### src/rtl/gcd_pkg.sv
// Shared definitions for the GCD request sequencer.
// Holds the sequencer state encoding, default widths and the default
// timeout, plus a helper that says which states drive the core.
package gcd_pkg;

  typedef logic [2:0] state_t;

  localparam state_t S_IDLE   = 3'd0;
  localparam state_t S_LOAD_A = 3'd1;
  localparam state_t S_LOAD_B = 3'd2;
  localparam state_t S_WAIT   = 3'd3;
  localparam state_t S_RESP   = 3'd4;

  localparam int GCD_W       = 16;
  localparam int GCD_TIMEOUT = 1023;
  localparam int GCD_CW      = 10;

  // States in which the core controller sees start held high.
  function automatic logic drives_core(input state_t s);
    return (s == S_LOAD_A) || (s == S_LOAD_B) || (s == S_WAIT);
  endfunction

endpackage

### src/rtl/gcd_timeout_cnt.sv
// Watchdog counter for the sequencer's WAIT state.
// Ports:
//   clk, rst_n : clock, asynchronous active-low reset
//   clr        : synchronous clear to zero (has priority over en)
//   en         : count one per cycle
//   expired    : count == TIMEOUT-1 while en is high
module gcd_timeout_cnt #(
  parameter int TIMEOUT = 1023,
  parameter int CW      = 10
) (
  input  logic clk,
  input  logic rst_n,
  input  logic clr,
  input  logic en,
  output logic expired
);

  logic [CW-1:0] count_q;
  logic [CW-1:0] count_d;

  always_comb begin
    // NOTE: every combinational output gets a default first so no path
    // through the block leaves it unassigned (which would infer a latch).
    count_d = count_q;
    if (clr) begin
      count_d = '0;
    end else if (en) begin
      count_d = count_q + 1'b1;
    end
  end

  // NOTE: state is updated with non-blocking assignments so every flop
  // samples the pre-edge values of its inputs, independent of block order.
  always_ff @(posedge clk or negedge rst_n) begin
    if (!rst_n) begin
      count_q <= '0;
    end else begin
      count_q <= count_d;
    end
  end

  assign expired = en && (count_q == CW'(TIMEOUT - 1));

endmodule

### src/rtl/gcd_req_seq.sv
// Upstream request sequencer for the subtractive GCD core.
// Takes one operand pair over a valid/ready handshake, feeds A then B onto
// the core's data bus with start held, waits for done (bounded by a
// watchdog), and returns the result over a valid/ready handshake. Zero
// operands are answered locally since the core never finishes on them.
// Ports:
//   clk, rst_n                    : clock, asynchronous active-low reset
//   in_valid/in_ready/in_a/in_b   : operand-pair request
//   out_valid/out_ready/out_gcd   : result response
//   out_err                       : result aborted by timeout (with out_valid)
//   busy                          : transaction in flight
//   core_start/core_data          : drive the core controller and data_in
//   core_done/core_result         : core completion and A-register output
module gcd_req_seq
  import gcd_pkg::*;
#(
  parameter int W       = GCD_W,
  parameter int TIMEOUT = GCD_TIMEOUT,
  parameter int CW      = GCD_CW
) (
  input  logic         clk,
  input  logic         rst_n,
  input  logic         in_valid,
  output logic         in_ready,
  input  logic [W-1:0] in_a,
  input  logic [W-1:0] in_b,
  output logic         out_valid,
  input  logic         out_ready,
  output logic [W-1:0] out_gcd,
  output logic         out_err,
  output logic         busy,
  output logic         core_start,
  output logic [W-1:0] core_data,
  input  logic         core_done,
  input  logic [W-1:0] core_result
);

  state_t         state_q, state_d;
  logic [W-1:0]   a_q, a_d;
  logic [W-1:0]   b_q, b_d;
  logic [W-1:0]   gcd_q, gcd_d;
  logic           err_q, err_d;
  logic           cnt_clr;
  logic           cnt_en;
  logic           expired;

  gcd_timeout_cnt #(
    .TIMEOUT (TIMEOUT),
    .CW      (CW)
  ) u_timeout (
    .clk     (clk),
    .rst_n   (rst_n),
    .clr     (cnt_clr),
    .en      (cnt_en),
    .expired (expired)
  );

  // State and datapath registers.
  always_ff @(posedge clk or negedge rst_n) begin
    if (!rst_n) begin
      state_q <= S_IDLE;
      // NOTE: the operand registers are few and small, so they are reset
      // like the rest; core_data then reads as zero straight out of reset.
      a_q     <= '0;
      b_q     <= '0;
      gcd_q   <= '0;
      err_q   <= 1'b0;
    end else begin
      state_q <= state_d;
      a_q     <= a_d;
      b_q     <= b_d;
      gcd_q   <= gcd_d;
      err_q   <= err_d;
    end
  end

  // Next-state and datapath updates.
  always_comb begin
    state_d = state_q;
    a_d     = a_q;
    b_d     = b_q;
    gcd_d   = gcd_q;
    err_d   = err_q;
    unique case (state_q)
      S_IDLE: begin
        if (in_valid) begin
          a_d = in_a;
          b_d = in_b;
          if ((in_a == '0) || (in_b == '0)) begin
            // gcd(x,0) = x, and the OR yields the nonzero operand (or 0).
            gcd_d   = in_a | in_b;
            err_d   = 1'b0;
            state_d = S_RESP;
          end else begin
            state_d = S_LOAD_A;
          end
        end
      end
      S_LOAD_A: state_d = S_LOAD_B;
      S_LOAD_B: state_d = S_WAIT;
      S_WAIT: begin
        // A done in the expiry cycle still wins: the result is good.
        if (core_done) begin
          gcd_d   = core_result;
          err_d   = 1'b0;
          state_d = S_RESP;
        end else if (expired) begin
          gcd_d   = '0;
          err_d   = 1'b1;
          state_d = S_RESP;
        end
      end
      S_RESP: begin
        if (out_ready) begin
          state_d = S_IDLE;
        end
      end
      default: state_d = S_IDLE;
    endcase
  end

  // Outputs decoded from the state register only, so reset drops
  // core_start asynchronously and no input feeds an output directly.
  always_comb begin
    in_ready   = (state_q == S_IDLE);
    out_valid  = (state_q == S_RESP);
    busy       = (state_q != S_IDLE);
    core_start = drives_core(state_q);
    cnt_clr    = (state_q == S_LOAD_B);
    cnt_en     = (state_q == S_WAIT);
    core_data  = '0;
    if (state_q == S_LOAD_A) begin
      core_data = a_q;
    end else if ((state_q == S_LOAD_B) || (state_q == S_WAIT)) begin
      core_data = b_q;
    end
  end

  assign out_gcd = gcd_q;
  assign out_err = err_q;

endmodule

### config.mk
export PLATFORM = sky130hd
export DESIGN_NAME = gcd_req_seq
export DESIGN_NICKNAME = d
export VERILOG_FILES = /design/src/rtl/gcd_pkg.sv /design/src/rtl/gcd_timeout_cnt.sv /design/src/rtl/gcd_req_seq.sv
export SDC_FILE = /design/constraint.sdc
export NUM_CORES = 1
export LEC_CHECK = 0
export BUFFER_PORTS_ARGS = -buffer_cell sky130_fd_sc_hd__buf_2
export CORE_ASPECT_RATIO = 0.7
export CORE_MARGIN = 2
export CORE_UTILIZATION = 40
export DETAILED_ROUTE_END_ITERATION = 7
export PLACE_DENSITY_LB_ADDON = 0.25
export RECOVER_POWER = 25
export SLEW_MARGIN = 30
export SYNTH_ARGS = -nofsm -noshare
export SYNTH_HDL_FRONTEND = slang
export SYNTH_SLANG_ARGS = --single-unit
### constraint.sdc
create_clock -name clk -period 2.1 [get_ports clk]
set_clock_uncertainty 0.05 [all_clocks]
set_input_delay 0.105 -clock clk [delete_from_list [all_inputs] [get_ports clk]]
set_output_delay 0.105 -clock clk [all_outputs]
set_load 0.1 [all_outputs]
# After elaboration in Yosys (flattened, before gate mapping)

Cells that the tools add are included.

Flip-flop bits (word level): 62

Eq/ne operators: 9
Mux-type cells: 20
Add/subtract/negate cells: 1
Reduce and logical (&&, ||, !) cells: 14
Bitwise gates (word level): 1

Operators by type and width:

| cell                                                                     | count |
|---|---|
| 16-bit 2-to-1 mux                                                        | 6 |
| 16-bit logical NOT                                                       | 2 |
| 16-bit case mux with 2 select lines                                      | 1 |
| 10-bit 2-to-1 mux                                                        | 2 |
| 16-bit OR                                                                | 1 |
| 3-bit 2-to-1 mux                                                         | 5 |
| 3-bit case mux with 5 select lines                                       | 1 |
| 10-bit by 1-bit adder with 10-bit output (second input constant)         | 1 |
| 10-bit == test (second input constant)                                   | 1 |
| 3-bit by 2-bit == test with 1-bit output (second input constant)         | 2 |
| 1-bit logical OR                                                         | 4 |
| 1-bit 2-to-1 mux                                                         | 4 |
| 2-bit by 1-bit inequality test with 1-bit output (second input constant) | 2 |
| 4-bit AND reduction                                                      | 1 |
| 2-bit nonzero test                                                       | 2 |
| 3-bit by 1-bit == test with 1-bit output (second input constant)         | 1 |
| 3-bit == test (second input constant)                                    | 1 |
| 3-bit logical NOT                                                        | 1 |
| 3-bit inequality test (second input constant)                            | 1 |
| 3-bit AND reduction                                                      | 1 |
| 3-bit nonzero test                                                       | 1 |
| 2-bit inequality test (second input constant)                            | 1 |
| 1-bit case mux with 2 select lines                                       | 1 |
| 2-bit AND reduction                                                      | 1 |
| 1-bit logical AND                                                        | 1 |

# Depth between registers and ports, before layout

Gate-level depths: netlist (run 1).

Depth after elaboration: 5
Depth in mapped cells: 7

# Modules after synthesis

From an unflattened synthesis (run 1), not the netlist that was laid out.

Cell total of the unflattened synthesis: 247
Area total of the unflattened synthesis: 3024.2 µm²

Modules (own cells, without submodules):

| module          | cells an instance | times used | area each (µm²) |
|---|---|---|---|
| gcd_req_seq     | 195               | 1          | 2499.9 |
| gcd_timeout_cnt | 52                | 1          | 524.3 |

# Least setup slack after synthesis (run 1)

Ideal clock, no wire load.

Path kind: register -> register
Start point: register state_q[0]
End point: register gcd_q[10] (netlist: out_gcd[10])
Required time: 1.925 ns
Path slack: -1.039 ns
Data arrival time: 2.964 ns
Period minus slack after synthesis: 3.139 ns
Cell stages (with the launch flop): 8
Path through: dfrtp_1 -> buf_2 -> or3_1 -> inv_1 -> nand2b_1 -> nand4_4 -> buf_6 -> mux2_4

RTL lines:

| element                                                                                   | RTL line          | source |
|---|---|---|
| from (decl)                                                                               | gcd_req_seq.sv:38 | `state_t state_q, state_d;` |
| from (signal assigned)                                                                    | gcd_req_seq.sv:69 | `state_q <= state_d;` |
| 3-bit logical NOT (*)                                                                     | --                |  |
| named net in_ready                                                                        | gcd_req_seq.sv:24 | `output logic in_ready,` |
| 2-bit by 1-bit inequality test with 1-bit output (no source line) (tied with other cells) | --                |  |
| 4-bit AND reduction (no source line)                                                      | --                |  |
| to (signal assigned)                                                                      | gcd_req_seq.sv:72 | `gcd_q <= gcd_d;` |
| to (decl)                                                                                 | gcd_req_seq.sv:41 | `logic [W-1:0] gcd_q, gcd_d;` |

Mark *: on every way through the listed nets, which the timed path passes. The rest lies on a longest branch.
A chain may end at the register's enable or synchronous reset.

# Final worst setup path (run 1)

Start point: input port in_b[3]
End point: register gcd_q[14] (netlist: out_gcd[14])

Cells in the longest elaborated chain, start to end: 4

Ends and longest elaborated chain:

| element                                                           | RTL line          | source |
|---|---|---|
| from (decl)                                                       | gcd_req_seq.sv:26 | `input logic [W-1:0] in_b,` |
| 16-bit logical NOT                                                | gcd_req_seq.sv:89 | `if ((in_a == '0) \|\| (in_b == '0)) begin` |
| 1-bit logical OR                                                  | gcd_req_seq.sv:89 |  |
| 2-bit by 1-bit inequality test with 1-bit output (no source line) | --                |  |
| 4-bit AND reduction (no source line)                              | --                |  |

No other way between the ends.

==> impl_table.tex, run 1 <==
\begin{tabular}{lr}
\hline
Metric & Value \\
\hline
\multicolumn{2}{l}{\textbf{Logic synthesis}} \\
\quad Share of async-settable or async-resettable flops after synthesis & 100.0\% \\
\quad Synthesized instance count & 275 \\
\quad Synthesized area per cell & 11.14 um\^{}2 \\
\quad Synthesis-stage register bit count & 62 \\
\quad Cell types occupying the most area after synthesis & sky130\_fd\_sc\_hd\_\_dfrtp\_1 (51\%), sky130\_fd\_sc\_hd\_\_mux2\_2 (14\%), sky130\_fd\_sc\_hd\_\_a21oi\_1 (5.6\%) \\
\quad Cell type with the largest total area after synthesis & sky130\_fd\_sc\_hd\_\_dfrtp\_1 \\
\quad Post-synth EDFFs & 0 \\
\quad Share of the synthesized area in the top cell type & 50.65\% \\
\quad Summed instance area of the synthesized netlist & 3063 um\^{}2 \\
\quad Number of warnings printed during yosys synthesis & 0 \\
\quad Post-synthesis net count & 330 \\
\quad Sequential share of the synthesized area & 50.65\% \\
\quad Dominant register cell in the synthesized netlist & sky130\_fd\_sc\_hd\_\_dfrtp\_1 \\
\quad Number of unique standard cell types used by synthesis & 34 \\
\multicolumn{2}{l}{\textbf{Cells and area}} \\
\quad Diodes inserted & 0 \\
\quad Multi-input gate area in the final layout & 1496 um\^{}2 \\
\quad Net total in the final layout & 460 \\
\quad Most common library cell in the layout ignoring fill and taps & sky130\_fd\_sc\_hd\_\_buf\_2 \\
\quad Sequential standard cell area & 1551 um\^{}2 \\
\quad Post-Layout Cell Count & 507 \\
\quad Top library cells by usage in the layout, fill and taps aside & sky130\_fd\_sc\_hd\_\_buf\_2 (72), sky130\_fd\_sc\_hd\_\_dfrtp\_1 (62), sky130\_fd\_sc\_hd\_\_mux2\_2 (39) \\
\quad Ratio of cells with drive above 1 in the final layout & 45.48\% \\
\quad Final-layout fill cell count & 594 \\
\quad Area growth from synthesis to layout & 48.33\% \\
\multicolumn{2}{l}{\textbf{Setup path}} \\
\quad Delay contributed by the slowest stage of the critical path & 540 ps \\
\quad Critical path required time & 2280 ps \\
\quad Data arrival at the endpoint of the critical path & 2250 ps \\
\quad CP Class & primary input to flip-flop \\
\quad FF-to-FF Start & state\_q[2] \\
\quad Startpoint Class & primary input \\
\quad Top fanout value on the critical path & 12 \\
\quad Critical path cell sequence & dlygate4sd3\_1 -> buf\_2 -> nor4\_1 -> nand4\_1 -> nand3\_1 -> nand4\_4 -> buf\_4 -> mux2\_4 \\
\quad Capturing element type of the critical path & flip-flop \\
\quad Timing startpoint of the critical path & in\_b[3] \\
\quad Slowest library cell on the worst path & sky130\_fd\_sc\_hd\_\_dlygate4sd3\_1 \\
\multicolumn{2}{l}{\textbf{Floorplan}} \\
\quad DIE WIDTH & 108.6 um \\
\quad Starting utilization of the core area & 41.66\% \\
\quad Rows & 26 \\
\quad Die boundary height & 77.21 um \\
\quad Ports & 90 \\
\quad Total die area & 8384 um\^{}2 \\
\quad Total core area & 7352 um\^{}2 \\
\multicolumn{2}{l}{\textbf{Routing}} \\
\quad DRC errors left & 0 \\
\quad Via-to-Cell Ratio & 5.337 \\
\quad Initial DRC count & 138 \\
\quad Detail Route Antenna Nets & 0 \\
\quad Vias after detailed routing & 2,706 \\
\quad WL per Instance & 17.00 um \\
\quad Router iterations before antenna repair & 4 \\
\quad Wire length after detailed routing & 8620 um \\
\multicolumn{2}{l}{\textbf{STA}} \\
\quad Tightest Pin Transition & 1527 ps \\
\quad Number of failing hold endpoints at the final stage & 0 \\
\quad Setup WS post-layout & 25.34 ps \\
\quad Total of endpoints with negative setup slack in the final report & 0 \\
\quad RSZ-0062 raised after global routing & true \\
\quad Final clock period utilization by the worst path & 98.79\% \\
\quad Total count of max-transition violations in the final report & 26 \\
\quad Normalized max-slew margin & -1.829\% \\
\quad Maximum achievable frequency & 482.0 MHz \\
\quad Final critical path time including I/O delays and setup & 2075 ps \\
\multicolumn{2}{l}{\textbf{CTS}} \\
\quad Clock buffer depth & 2 \\
\quad Sinks on Clock Net & 62 \\
\quad Clk slew on worst S/H paths & 70 ps \\
\quad Clock latency of the later-clocked register in the worst-skew pair & 340 ps \\
\quad CTS H-tree lvls & 3 \\
\quad Number of CTS-inserted buffers & 9 \\
\quad CTS root buffer & sky130\_fd\_sc\_hd\_\_clkbuf\_8 \\
\quad TritonCTS clock tree & yes \\
\multicolumn{2}{l}{\textbf{Place}} \\
\quad Placed cell count & 458 \\
\quad Gpl congestion & 0.8224 \\
\quad Count of input and output buffers & 89 \\
\quad Detailed-placement wirelength estimate & 6084 um \\
\quad Worst setup timing slack at the placement stage & 191.7 ps \\
\multicolumn{2}{l}{\textbf{Worst hold path}} \\
\quad Worst hold-check path type & primary input to flip-flop \\
\quad Hold path startpoint & in\_valid \\
\multicolumn{2}{l}{\textbf{Run status}} \\
\quad Failing checks & max-capacitance violations, max-slew violations \\
\quad Status & complete, but fails checks \\
\multicolumn{2}{l}{\textbf{Global routing}} \\
\quad Global-route wire length before repair & 13,780 um \\
\quad Largest net degree at the start of global routing & 38 \\
\quad Remaining global-route overflow & 0 \\
\quad Number of antenna violations at the first check in global routing & 0 \\
\quad Number of global-route vias before repair & 2,752 \\
\quad Overall global routing resource usage & 21.74\% \\
\multicolumn{2}{l}{\textbf{Run}} \\
\quad Max Cap Violations & 1 \\
\hline
\end{tabular}
==> critical path, delay by kind of cell <==
family	cells	cell delay, ps
AND/OR/NAND/NOR	4	930
buffers and inverters	3	900
multiplexers	1	310
==> cell usage after synthesis, types with 2 or more instances <==
cell type                  instances
sky130_fd_sc_hd__a22o_1           17
sky130_fd_sc_hd__mux2_4            8
sky130_fd_sc_hd__buf_4             3
sky130_fd_sc_hd__inv_1             4
sky130_fd_sc_hd__nand2b_1          2
sky130_fd_sc_hd__a31oi_1           2
sky130_fd_sc_hd__mux2_2           39
sky130_fd_sc_hd__o21ai_0          12
sky130_fd_sc_hd__o31ai_1           4
sky130_fd_sc_hd__clkbuf_1          9
sky130_fd_sc_hd__buf_2             3
sky130_fd_sc_hd__nor4_1            8
sky130_fd_sc_hd__nor2_1           24
sky130_fd_sc_hd__mux2i_1           2
sky130_fd_sc_hd__dfrtp_1          62
sky130_fd_sc_hd__ha_1              2
sky130_fd_sc_hd__a21oi_1          34
sky130_fd_sc_hd__nor3_1            2
sky130_fd_sc_hd__nand4_1           4
sky130_fd_sc_hd__nand2_1          15
sky130_fd_sc_hd__nand3_1           6
==> metrics by stage <==
step	hold WS (ps)	TNS [ps]	area, um^2	util (%)
6_report	88.18	0	4543	61.79
3_3_place_gp	111.1	0	3941	53.61
2_1_floorplan	-240.6	-12800	3122	-
3_5_place_dp	112.5	0	3941	53.61
5_1_grt	87.88	-22.96	4543	61.79
4_1_cts	69.99	0	4484	60.99
==> path summary, 6_finish.rpt <==
path / end / slack, ps / depth (start not counted)
max reg2reg: out_gcd[7] / 170 / 6
max in group asynchronous: u_timeout.count_q[6] / 490 / 2
min reg2reg: u_timeout.count_q[8] / 440 / 1
min: state_q[0] / 90 / 3
max: out_gcd[14] / 30 / 8
min in group asynchronous: u_timeout.count_q[4] / 630 / 2
==> state kept, by name, summed over array words and instances, names as in the netlist <==
signal	flops
a_q	16
out_gcd	16
out_err	1
b_q	16
state_q	3
u_timeout.count_q	10
==> logic make-up after synthesis <==
logic type / share of synthesized area (%)
AOI/OAI and AO/OA: 14.62
and+or+nand+nor: 11.03
DFF: 50.65
muxes: 19.28
buffers and inverters: 3.308
adders and majority gates: 0.8169
xor gates and xnor gates: 0.2860
==> layout make-up <==
class | instances | area share, %
Clock buffer | 10 | 2.809
Clock inverter | 5 | 1.652
Inverter | 4 | 0.4131
Multi-Input combinational cell | 192 | 32.94
Sequential cell | 62 | 34.15
Tap cell | 98 | 2.699
Timing Repair Buffer | 136 | 25.34
==> routing by layer <==
metal  wire, um  track usage (%)  up-vias
met5          0                0        -
met4        271            10.51        0
met3        570            6.207       23
met2       3805            32.19      115
met1       3972            29.14     1311
li1           -                -     1257
==> timing repair <==
item                       in CTS  in global routing
resized for setup               0                  8
hold buffers                   34                  0
buffers inserted                0                  0
hold endpoints to repair       58                  0
setup endpoints to repair       0                 31
Power of run 1 is left out: the tool's default activity adds up to more than one toggle a clock period on the data nets, which glitch-free logic cannot reach.
==> run 2: changes to the inputs <==
--- a/config.mk
+++ b/config.mk
@@ -12,6 +12,7 @@
 export DETAILED_ROUTE_END_ITERATION = 7
 export PLACE_DENSITY_LB_ADDON = 0.25
 export RECOVER_POWER = 25
+export SETUP_SLACK_MARGIN = 0.2
 export SLEW_MARGIN = 30
 export SYNTH_ARGS = -nofsm -noshare
 export SYNTH_HDL_FRONTEND = slang
==> impl_table.tex, run 2 (synthesis results as in run 1) <==
\begin{tabular}{lr}
\hline
Metric & Value \\
\hline
\multicolumn{2}{l}{\textbf{Cells and area}} \\
\quad Net total in the final layout & 468 \\
\quad Diodes inserted & 0 \\
\quad Area growth from synthesis to layout & 55.51\% \\
\quad Most common library cell in the layout ignoring fill and taps & sky130\_fd\_sc\_hd\_\_buf\_2 \\
\quad Final-layout fill cell count & 590 \\
\quad Ratio of cells with drive above 1 in the final layout & 49.28\% \\
\quad Sequential standard cell area & 1553 um\^{}2 \\
\quad Multi-input gate area in the final layout & 1579 um\^{}2 \\
\quad Top library cells by usage in the layout, fill and taps aside & sky130\_fd\_sc\_hd\_\_buf\_2 (71), sky130\_fd\_sc\_hd\_\_dfrtp\_1 (61), sky130\_fd\_sc\_hd\_\_mux2\_2 (39) \\
\quad Post-Layout Cell Count & 516 \\
\multicolumn{2}{l}{\textbf{STA}} \\
\quad Number of failing hold endpoints at the final stage & 0 \\
\quad Final critical path time including I/O delays and setup & 1901 ps \\
\quad Maximum achievable frequency & 526.0 MHz \\
\quad RSZ-0062 raised after global routing & true \\
\quad Post-route setup TNS & 0 ps \\
\quad Total count of max-transition violations in the final report & 0 \\
\quad Total of endpoints with negative setup slack in the final report & 0 \\
\quad Tightest Pin Transition & 1186 ps \\
\quad Normalized max-slew margin & 20.97\% \\
\quad Final clock period utilization by the worst path & 90.53\% \\
\multicolumn{2}{l}{\textbf{Setup path}} \\
\quad Top fanout value on the critical path & 8 \\
\quad Delay contributed by the slowest stage of the critical path & 410 ps \\
\quad Critical path required time & 1950 ps \\
\quad Setup slack on the worst flop-to-flop path & 260 ps \\
\quad Critical path cell sequence & buf\_6 -> clkinvlp\_4 -> nor3\_4 -> buf\_6 -> buf\_12 -> a22o\_2 -> buf\_12 \\
\quad Capturing element type of the critical path & primary output \\
\quad Data arrival at the endpoint of the critical path & 1750 ps \\
\quad Slowest library cell on the worst path & sky130\_fd\_sc\_hd\_\_dfrtp\_1 \\
\quad CP Class & flip-flop to primary output \\
\quad Startpoint Class & flip-flop \\
\multicolumn{2}{l}{\textbf{Floorplan}} \\
\quad Total core area & 7352 um\^{}2 \\
\quad Rows & 26 \\
\quad Total die area & 8384 um\^{}2 \\
\quad Ports & 90 \\
\quad Die boundary height & 77.21 um \\
\quad Starting utilization of the core area & 41.66\% \\
\quad DIE WIDTH & 108.6 um \\
\multicolumn{2}{l}{\textbf{Place}} \\
\quad Gpl congestion & 0.8006 \\
\quad Placed cell count & 458 \\
\quad Detailed-placement wirelength estimate & 5963 um \\
\quad Count of input and output buffers & 89 \\
\multicolumn{2}{l}{\textbf{CTS}} \\
\quad Sinks on Clock Net & 62 \\
\quad CTS H-tree lvls & 3 \\
\quad CTS root buffer & sky130\_fd\_sc\_hd\_\_clkbuf\_8 \\
\quad Number of CTS-inserted buffers & 9 \\
\quad Clock buffer depth & 2 \\
\quad Clk slew on worst S/H paths & 60 ps \\
\quad Clock latency of the later-clocked register in the worst-skew pair & 330 ps \\
\quad TritonCTS clock tree & yes \\
\multicolumn{2}{l}{\textbf{Global routing}} \\
\quad Most heavily used metal layer in global routing & met2 \\
\quad Global-route wire length before repair & 13,980 um \\
\quad Number of global-route vias before repair & 2,743 \\
\quad Global routing usage on met1 & 29.84\% \\
\quad GR Layer Usage met3 & 6.037\% \\
\quad Overall global routing resource usage & 21.63\% \\
\quad Largest net degree at the start of global routing & 33 \\
\quad Remaining global-route overflow & 0 \\
\quad Met2 Track Usage GR & 33.81\% \\
\quad Number of antenna violations at the first check in global routing & 0 \\
\multicolumn{2}{l}{\textbf{Routing}} \\
\quad Vias after detailed routing & 2,741 \\
\quad Detail Route Antenna Nets & 0 \\
\quad DRC errors left & 0 \\
\quad Via-to-Cell Ratio & 5.312 \\
\quad WL per Instance & 17.36 um \\
\quad Wire length after detailed routing & 8960 um \\
\quad Router iterations before antenna repair & 4 \\
\quad Initial DRC count & 131 \\
\multicolumn{2}{l}{\textbf{Run}} \\
\quad Max Cap Violations & 0 \\
\multicolumn{2}{l}{\textbf{Worst hold path}} \\
\quad Worst hold-check path type & primary input to flip-flop \\
\multicolumn{2}{l}{\textbf{Run status}} \\
\quad Status & finished clean \\
\hline
\end{tabular}
run 2: path summary, 6_finish.rpt:
kind                                      start                    to  cells past startpoint
min in group asynchronous                 rst_n           out_gcd[12]                      2
max in group asynchronous                 rst_n  u_timeout.count_q[6]                      3
hold reg to reg            u_timeout.count_q[8]  u_timeout.count_q[8]                      1
setup / recovery                     state_q[0]          core_data[3]                      7
hold / removal                          in_b[7]                b_q[7]                      2
setup reg to reg                     state_q[0]               b_q[12]                      5
run 2: critical path: cells and delay by family (launching register included):
| kind | cells | cell delay (ps) |
|---|---|---|
| compound gates | 1 | 170 |
| buf+inv | 5 | 650 |
| flops | 1 | 410 |
| simple gates | 1 | 170 |
run 2: per-stage QoR:
stage	instance area, um^2	worst slack, ps	util (%)	hold WS (ps)
after floorplan	3208	-307.6	-	-240.6
after global placement	4041	247.8	54.97	43.55
after detailed placement	4041	244.9	54.97	41.61
after CTS	4661	189.7	63.39	1.633
after global routing	4763	104.7	64.79	1.554
final	4763	198.9	64.79	23.39
run 2: repair_timing:
item                       4_1_cts  5_1_grt
setup endpoints to repair       16       65
pin swaps                        1        1
cloned                           1        1
hold endpoints to repair        50        0
gates resized for setup          9       10
setup buffers                    4        5
hold buffers                    31        0
run 2: cell type report:
| class | count | area share, % |
|---|---|---|
| clock buffer | 12 | 3.047 |
| clock inverter | 4 | 1.471 |
| inverter | 4 | 0.4728 |
| multi-input combinational | 192 | 33.15 |
| sequential | 62 | 32.60 |
| tap | 98 | 2.574 |
| timing repair buffer | 144 | 26.69 |
run 2: per-layer routing:
metal  vias to the layer above  part of all wire (%)
met3                         7                   7.4
li1                       1286                     -
met4                         0                  0.61
met5                         -                     0
met2                       115                    47
met1                      1333                    45
Power of run 2 is left out for the same reason.
